<file path="src/rtl/reset_seq_pkg.sv">
// Shared state encoding and default timing constants for the reset sequencer.
package reset_seq_pkg;

    typedef enum logic [1:0] {
        ST_HOLD    = 2'd0,
        ST_RELEASE = 2'd1,
        ST_RUN     = 2'd2
    } seq_state_e;

    localparam int DEF_HOLD_CYCLES     = 100000;
    localparam int DEF_NUM_STAGES      = 3;
    localparam int DEF_STAGE_GAP       = 16;
    localparam int DEF_DEBOUNCE_CYCLES = 1024;

endpackage

</file>
<file path="src/rtl/reset_debounce.sv">
// Push-button request path: 2-flop synchroniser followed by a debounce counter
// that flips the level only after DEBOUNCE_CYCLES consecutive differing samples.
module reset_debounce
    import reset_seq_pkg::*;
#(
    parameter int DEBOUNCE_CYCLES = DEF_DEBOUNCE_CYCLES
) (
    input  logic MCLK_IN,
    input  logic RESET_ALL_IN,
    input  logic ASYNC_IN,
    output logic LEVEL_OUT
);

    localparam int CNT_W = $clog2(DEBOUNCE_CYCLES + 1);
    localparam logic [CNT_W-1:0] CNT_LAST = CNT_W'(DEBOUNCE_CYCLES - 1);

    logic             sync1_q, sync1_d;
    logic             sync2_q, sync2_d;
    logic [CNT_W-1:0] cnt_q, cnt_d;
    logic             level_q, level_d;

    always_comb begin
        sync1_d = ASYNC_IN;
        sync2_d = sync1_q;
        cnt_d   = '0;
        level_d = level_q;
        if (sync2_q != level_q) begin
            if (cnt_q == CNT_LAST) begin
                level_d = ~level_q;
            end else begin
                cnt_d = cnt_q + 1'b1;
            end
        end
    end

    always_ff @(posedge MCLK_IN) begin
        if (RESET_ALL_IN) begin
            sync1_q <= 1'b0;
            sync2_q <= 1'b0;
            cnt_q   <= '0;
            level_q <= 1'b0;
        end else begin
            sync1_q <= sync1_d;
            sync2_q <= sync2_d;
            cnt_q   <= cnt_d;
            level_q <= level_d;
        end
    end

    assign LEVEL_OUT = level_q;

endmodule

</file>
<file path="src/rtl/reset_sequencer.sv">
// Holds CPU and peripheral resets for HOLD_CYCLES, then releases the peripheral
// domains one per STAGE_GAP cycles (bit 0 first) before releasing the CPU.
//
// state   | meaning
// HOLD    | all resets asserted, hold counter running while no request
// RELEASE | peripheral domains being released one by one
// RUN     | CPU released, waiting for a request or reset
module reset_sequencer
    import reset_seq_pkg::*;
#(
    parameter int HOLD_CYCLES     = DEF_HOLD_CYCLES,
    parameter int NUM_STAGES      = DEF_NUM_STAGES,
    parameter int STAGE_GAP       = DEF_STAGE_GAP,
    parameter int DEBOUNCE_CYCLES = DEF_DEBOUNCE_CYCLES
) (
    input  logic                  MCLK_IN,
    input  logic                  RESET_ALL_IN,
    input  logic                  RESET_REQ_IN,
    output logic                  RESET,
    output logic                  HALT,
    output logic                  RUN,
    output logic [NUM_STAGES-1:0] STAGE_RESET,
    output logic [1:0]            STATE
);

    localparam int HOLD_W = $clog2(HOLD_CYCLES + 1);
    localparam int GAP_W  = $clog2(STAGE_GAP + 1);
    localparam int IDX_W  = $clog2(NUM_STAGES + 1);

    localparam logic [HOLD_W-1:0] HOLD_LAST = HOLD_W'(HOLD_CYCLES - 1);
    localparam logic [GAP_W-1:0]  GAP_LAST  = GAP_W'(STAGE_GAP - 1);
    localparam logic [IDX_W-1:0]  IDX_END   = IDX_W'(NUM_STAGES);

    logic req_level;

    seq_state_e            state_q, state_d;
    logic [HOLD_W-1:0]     hold_cnt_q, hold_cnt_d;
    logic [GAP_W-1:0]      gap_cnt_q, gap_cnt_d;
    logic [IDX_W-1:0]      idx_q, idx_d;
    logic [IDX_W-1:0]      idx_next;
    logic [NUM_STAGES-1:0] stage_reset_q, stage_reset_d;
    logic                  reset_q, reset_d;
    logic                  halt_q, halt_d;
    logic                  run_q, run_d;

    reset_debounce #(
        .DEBOUNCE_CYCLES(DEBOUNCE_CYCLES)
    ) u_debounce (
        .MCLK_IN     (MCLK_IN),
        .RESET_ALL_IN(RESET_ALL_IN),
        .ASYNC_IN    (RESET_REQ_IN),
        .LEVEL_OUT   (req_level)
    );

    always_comb begin
        state_d       = state_q;
        hold_cnt_d    = hold_cnt_q;
        gap_cnt_d     = gap_cnt_q;
        idx_d         = idx_q;
        idx_next      = idx_q + 1'b1;
        stage_reset_d = stage_reset_q;
        reset_d       = reset_q;
        halt_d        = halt_q;
        run_d         = run_q;

        // A held request overrides everything: assert all at once, release later in order.
        if (req_level) begin
            state_d       = ST_HOLD;
            hold_cnt_d    = '0;
            gap_cnt_d     = '0;
            idx_d         = '0;
            stage_reset_d = '1;
            reset_d       = 1'b1;
            halt_d        = 1'b1;
            run_d         = 1'b0;
        end else begin
            case (state_q)
                ST_HOLD: begin
                    if (hold_cnt_q == HOLD_LAST) begin
                        state_d          = ST_RELEASE;
                        hold_cnt_d       = '0;
                        gap_cnt_d        = '0;
                        idx_d            = '0;
                        stage_reset_d[0] = 1'b0;
                    end else begin
                        hold_cnt_d = hold_cnt_q + 1'b1;
                    end
                end
                ST_RELEASE: begin
                    if (gap_cnt_q == GAP_LAST) begin
                        gap_cnt_d = '0;
                        idx_d     = idx_next;
                        if (idx_next == IDX_END) begin
                            state_d = ST_RUN;
                            reset_d = 1'b0;
                            halt_d  = 1'b0;
                            run_d   = 1'b1;
                        end else begin
                            for (int i = 0; i < NUM_STAGES; i++) begin
                                if (idx_next == IDX_W'(i)) begin
                                    stage_reset_d[i] = 1'b0;
                                end
                            end
                        end
                    end else begin
                        gap_cnt_d = gap_cnt_q + 1'b1;
                    end
                end
                ST_RUN: begin
                end
                default: begin
                    state_d = ST_HOLD;
                end
            endcase
        end
    end

    always_ff @(posedge MCLK_IN) begin
        if (RESET_ALL_IN) begin
            state_q       <= ST_HOLD;
            hold_cnt_q    <= '0;
            gap_cnt_q     <= '0;
            idx_q         <= '0;
            stage_reset_q <= '1;
            reset_q       <= 1'b1;
            halt_q        <= 1'b1;
            run_q         <= 1'b0;
        end else begin
            state_q       <= state_d;
            hold_cnt_q    <= hold_cnt_d;
            gap_cnt_q     <= gap_cnt_d;
            idx_q         <= idx_d;
            stage_reset_q <= stage_reset_d;
            reset_q       <= reset_d;
            halt_q        <= halt_d;
            run_q         <= run_d;
        end
    end

    assign RESET       = reset_q;
    assign HALT        = halt_q;
    assign RUN         = run_q;
    assign STAGE_RESET = stage_reset_q;
    assign STATE       = state_q;

endmodule

</file>
<file path="config.mk">
export PLATFORM = sky130hd
export DESIGN_NAME = reset_sequencer
export DESIGN_NICKNAME = d
export VERILOG_FILES = /design/src/rtl/reset_seq_pkg.sv /design/src/rtl/reset_debounce.sv /design/src/rtl/reset_sequencer.sv
export SDC_FILE = /design/constraint.sdc
export NUM_CORES = 1
export LEC_CHECK = 0
export ABC_AREA = 1
export BUFFER_PORTS_ARGS = -buffer_cell sky130_fd_sc_hd__buf_2
export CORE_MARGIN = 1
export CORE_UTILIZATION = 30
export DETAILED_ROUTE_END_ITERATION = 16
export PLACE_DENSITY = 0.51
export SLEW_MARGIN = 20
export SYNTH_ARGS = -nofsm -noshare
export SYNTH_HDL_FRONTEND = slang
export SYNTH_SLANG_ARGS = --single-unit
export TNS_END_PERCENT = 5
</file>
<file path="constraint.sdc">
create_clock -name MCLK_IN -period 1.9 [get_ports MCLK_IN]
set_clock_uncertainty 0.15 [all_clocks]
set_input_delay 0.38 -clock MCLK_IN [delete_from_list [all_inputs] [get_ports MCLK_IN]]
set_output_delay 0.38 -clock MCLK_IN [all_outputs]
set_load 0.02 [all_outputs]
</file>
# == Word-level counts from Yosys, hierarchy flattened ==
# Index checks and enable logic that the tools add are counted.
# classes
n_addsub,4
mul,0
div_mod_pow,0
order_cmp,0
n_eq_ne,14
shift,0
muxes,16
bitwise_logic,4
n_reduce_logical,13
# ops
cell,count
$add A17 B1 Y17 const B,1
$eq A17 B17 Y1 const B,1
$mux W17,1
$reduce_and A4 Y1,3
$add A11 B1 Y11 const B,1
$eq A11 B10 Y1 const B,1
$mux W2,5
$mux W5,2
$ne A2 B2 Y1 const B,5
$pmux W5 S2,1
$eq A2 B2 Y1 const B,3
$pmux W2 S3,1
$reduce_and A3 Y1,2
$add A5 B1 Y5 const B,1
$eq A5 B4 Y1 const B,1
$reduce_and A5 Y1,1
$eq A2 B1 Y1 const B,2
$logic_not A2 Y1,2
$mux W1,4
$not A1 Y1,4
$pmux W2 S2,1
$reduce_and A2 Y1,2
$reduce_or A3 Y1,1
$add A2 B1 Y2 const B,1
other kinds (4),4
# totals
register_bits,45
latch_bits,0
ram_bits,0
rom_bits,0
in_bits,3
word_cells,64
memories,0

# == Depth between registers and ports, before layout ==
# depth
ltp_word,6
mapped_depth,10
depth_no_buf,10

# == Cells and area by module ==
# Synthesis repeated with hierarchy kept, for this count alone.
# hier_totals
hier_cells,314
hier_area_um2,2308.5
# modules_own_cells
mod,n_inst,cells_per_inst,area_each_um2,seq_area_each_um2
reset_sequencer,1,235,1677.9,620.6
reset_debounce,1,79,630.6,280.3

# == Worst setup path before layout ==
# Ideal clock, no wire load.
# synth_path
kind,register to register
start,reg u_debounce.cnt_q[0]
end,reg u_debounce.cnt_q[8]
setup_ps,118
t_arrival_ps,1259
slack_ps,373
path_stages_with_launch,9
path_buffers,0
period_less_slack_ps,1527
cell_sequence,dfxtp_1 ha_1 nand2_1 inv_1 nand4_1 nor2_2 nand3_1 nand2_2 nor2_1
# synth_between
elab_chain_len,2
elab_cells_between_ends,3
# synth_rtl
element,line_no,rtl
from (decl),reset_debounce.sv:19,"logic [CNT_W-1:0] cnt_q, cnt_d;"
from (signal assigned),reset_debounce.sv:45,cnt_q <= cnt_d;
"parallel branches: the longest is 2 deep, another holds $add A11 B1 Y11",n/a,
# Parallel ways; which one is timed is not known.
# A chain may end at the register's enable or synchronous reset.

# == Final worst setup path ==
# layout_path
start,reg u_debounce.cnt_q[0]
end,reg u_debounce.cnt_q[2]
# Same word-level chain as after synthesis.

==> summary.md <==
| Metric | Value |
|---|---|
| Number of synthesized flops with an enable pin | `0` |
| CP Data Arrival Time | `1.75 ns` |
| Placement Setup Slack | `0.184 ns` |
| Synth area leaders | `dfxtp_1 42%, nand2_1 12%, nor2_1 7.5%` |
| Fraction of layout cells with a size suffix above 1 | `15.4%` |
| Vert. Die Dim | `86.8 microns` |
| Netlist cell types | `27` |
| Final Instance Area | `0.00247 sq mm` |
| Area growth syn-to-layout | `14.5%` |
| Slew Viols, Final | `0` |
| Yosys warning total | `0` |
| Post-synth top cells | `68 x nand2_1, 45 x dfxtp_1, 43 x nor2_1, 39 x inv_1, 21 x nand3_1` |
| CTS tree | `done` |
| Achievable frequency | `0.583 GHz` |
| Crit end category | `flip-flop` |
| CP startpoint kind | `flip-flop` |
| Core area | `0.00687 sq mm` |
| Crit path largest cell delay | `0.38 ns` |
| Setup_tns | `0 ns` |
| Post-synth top area share | `41.7%` |
| ANT cells | `0` |
| Crit path launch | `u_debounce.cnt_q[0]` |
| DR pass1 iterations | `4` |
| Worst Path Required | `1.93 ns` |
| Vias per cell | `4.27` |
| Multiplexer share of the synthesized area | `0%` |
| Highest metal used | `met4` |
| Worst skew pair latency | `0.29 ns` |
| Post-synth top flop | `dfxtp_1` |
| CTS H-tree lvls | `2` |
| Total CTS buffers | `5` |
| IO Count | `11` |
| Fillers | `724` |
| Worst vdd ir | `0.505 mV` |
| Metal2 WL | `1800 microns` |
| Register area | `901 sq um` |
| Final setup fails | `0` |
| First DRT Iteration DRCs | `75` |
| Crit path max fanout | `10` |
| Syn avg cell area | `7.17 sq um` |
| Part of the cycle the worst path needs | `90.3%` |
| Initial antenna violation count | `0` |
| Post-Synth Adder-Cell Area | `4.06%` |
| Number of port buffers | `10` |
| Post-synthesis xor/xnor area fraction | `3.65%` |
| Synth Instances | `301` |
| Setup ws final | `0.183 ns` |
| Cell taking the most area after synthesis | `dfxtp_1` |
| Reg clk slew, reported paths | `0.09 ns` |
| Largest family of logic cells by synthesized area | `simple AND/OR/NAND/NOR gates` |
| Simple-Gate Fraction of Synth Area | `36.7%` |
| Met1 WL | `2010 microns` |
| Crit path time final | `1.72 ns` |
| Top delay family on crit path | `simple AND/OR/NAND/NOR gates` |
| Post-synthesis sequential area ratio | `41.7%` |
| Hold Path Origin | `RESET_ALL_IN` |
| Clock Path Buffers | `2` |
| CP Cell Sequence | `ha_1 -> nand2_1 -> inv_1 -> nand4_1 -> nor2_2 -> nand3_1 -> nand2_2 -> nor3_1` |
| Gr ovfl total | `0` |
| Buf+Inv Stages, Crit Path | `1` |
| Most common cell in the netlist | `nand2_1` |
| Row Count | `30` |
| Flip-flop and latch count after synthesis | `45` |
| PD cells | `744 mW/mm^2` |
| Placement Cell Area | `0.00233 sq mm` |
| Leak | `0.942 nW` |
| Placed Cells | `407` |
| FF-to-FF Start | `u_debounce.cnt_q[0]` |
| Largest net degree at the start of global routing | `16` |
| Worst-Margin Slew | `0.530 ns` |
| Clk sinks | `45` |
| Hold/Removal Path Class | `input port to flip-flop` |
| Nets | `328` |
| Antenna violation net count after detailed routing | `0` |
| CP max-delay cell | `dfxtp_1` |
| Full die area | `0.00754 sq mm` |
| Starting density of the core | `31.4%` |
| First-pass GRT wire length | `7300 microns` |
| DP HPWL | `2930 microns` |
| Die width | `86.8 microns` |
| DRT Wirelength | `3940 microns` |
| Netlist Area Pre-Place | `0.00216 sq mm` |
| Placer Congestion | `0.711` |
| Setup repair after global routing missed its margin | `no` |
| Root buf cell | `clkbuf_8` |
| FFs w/ async S/R, synth | `0%` |
| Vias in the first global route | `1,690` |
| Non-filler instance count after layout | `415` |
| Normalized max-slew margin | `64.6%` |
| Remaining DRCs | `0` |
| MaxCap Viol Count | `0` |
| Syn nets | `311` |
| Kind of critical path | `flip-flop to flip-flop` |
| Hold path depth | `2` |
| Met3 routed WL | `101 microns` |
| Total Routing Usage GR | `12.1%` |
| Fin. Hold Viols | `0` |
| Setup Buffers After CTS | `0` |
| Area occupied by multi-input gates | `0.00109 sq mm` |
| Synth Area in Compound Gates | `5.86%` |
| Total power | `1.84 mW` |
| Status | `finished, final reports clean` |
| DR WL/cell | `9.49 microns` |
| Vias | `1,774` |
| Reg2reg path depth | `8` |
| Critical path depth | `8` |
==> final timing paths <==
check	slack, ns	end
setup / recovery	0.18	u_debounce.cnt_q[2]
hold / removal	0.14	u_debounce.sync2_q
setup reg to reg	0.18	u_debounce.cnt_q[2]
hold reg to reg	0.25	u_debounce.sync2_q
==> worst reg2reg max path, cell delays in order, from the launching register on <==
cell	delay, ns
dfxtp_1	0.38
ha_1	0.19
nand2_1	0.06
inv_1	0.10
nand4_1	0.14
nor2_2	0.18
nand3_1	0.15
nand2_2	0.20
nor3_1	0.07
==> stage by stage <==
stage	hold WS (ns)	utilization, %
2_1_floorplan	0.238	-
3_3_place_gp	0.245	34.0
3_5_place_dp	0.243	34.0
4_1_cts	0.121	35.9
5_1_grt	0.133	36.0
6_report	0.137	36.0
==> per-layer routing <==
layer  vias up  track usage, %
li1        976               -
met1       772            15.2
met2        22            20.4
met3         4            2.57
met4         0            4.09
met5         -               0
==> sequential cells by signal, summed over array words and instances, names as in the netlist, 2 cells and up <==
signal	cells
hold_cnt_q	17
u_debounce.cnt_q	11
gap_cnt_q	5
STAGE_RESET	3
STATE	2
idx_q	2
==> logic make-up (layout without fill, tap and decap cells) <==
logic type | after synthesis | after routing
buf+inv | 45 | 63
fa+ha+maj | 7 | 7
xor+xnor | 9 | 9
compound gates | 24 | 24
flops | 45 | 45
simple gates | 171 | 171
==> power breakdown <==
part / switching [mW] / leakage (nW) / internal, mW / total, mW
clock network: 0.321 / 0.0681 / 0.522 / 0.844
logic: 0.0254 / 0.510 / 0.0135 / 0.0389
registers: 0.00606 / 0.364 / 0.950 / 0.956
==> what timing repair did <==
item,4_1_cts,5_1_grt
hold buffers,0,0
endpoints found under the setup margin,0,2
resized for setup,0,1
==> final cells by class <==
cell class / count / share of cell area (%)
clock buffers: 5 / 2.78
clock inverters: 3 / 2.63
inverters: 43 / 6.53
multi-input cells: 211 / 44.1
flip-flops and latches: 45 / 36.5
well taps: 96 / 4.86
repair buffers: 12 / 2.63
==> cells in the final DEF (no fill, tap or decap), drive strengths merged <==
cell type	netlist	final
o21ai	6	6
clkinv	0	1
a21oi	17	17
nand3	24	24
or2	2	2
ha	7	7
bufinv	0	2
xnor2	4	4
and3	1	1
clkbuf	1	5
nand3b	1	1
dfxtp	45	45
nor3	7	7
nand2	73	73
xor2	5	5
nor2	55	55
nand4	6	6
a211oi	1	1
inv	43	43
nor3b	2	2
buf	1	12
(Power assumes the default switching activity.)
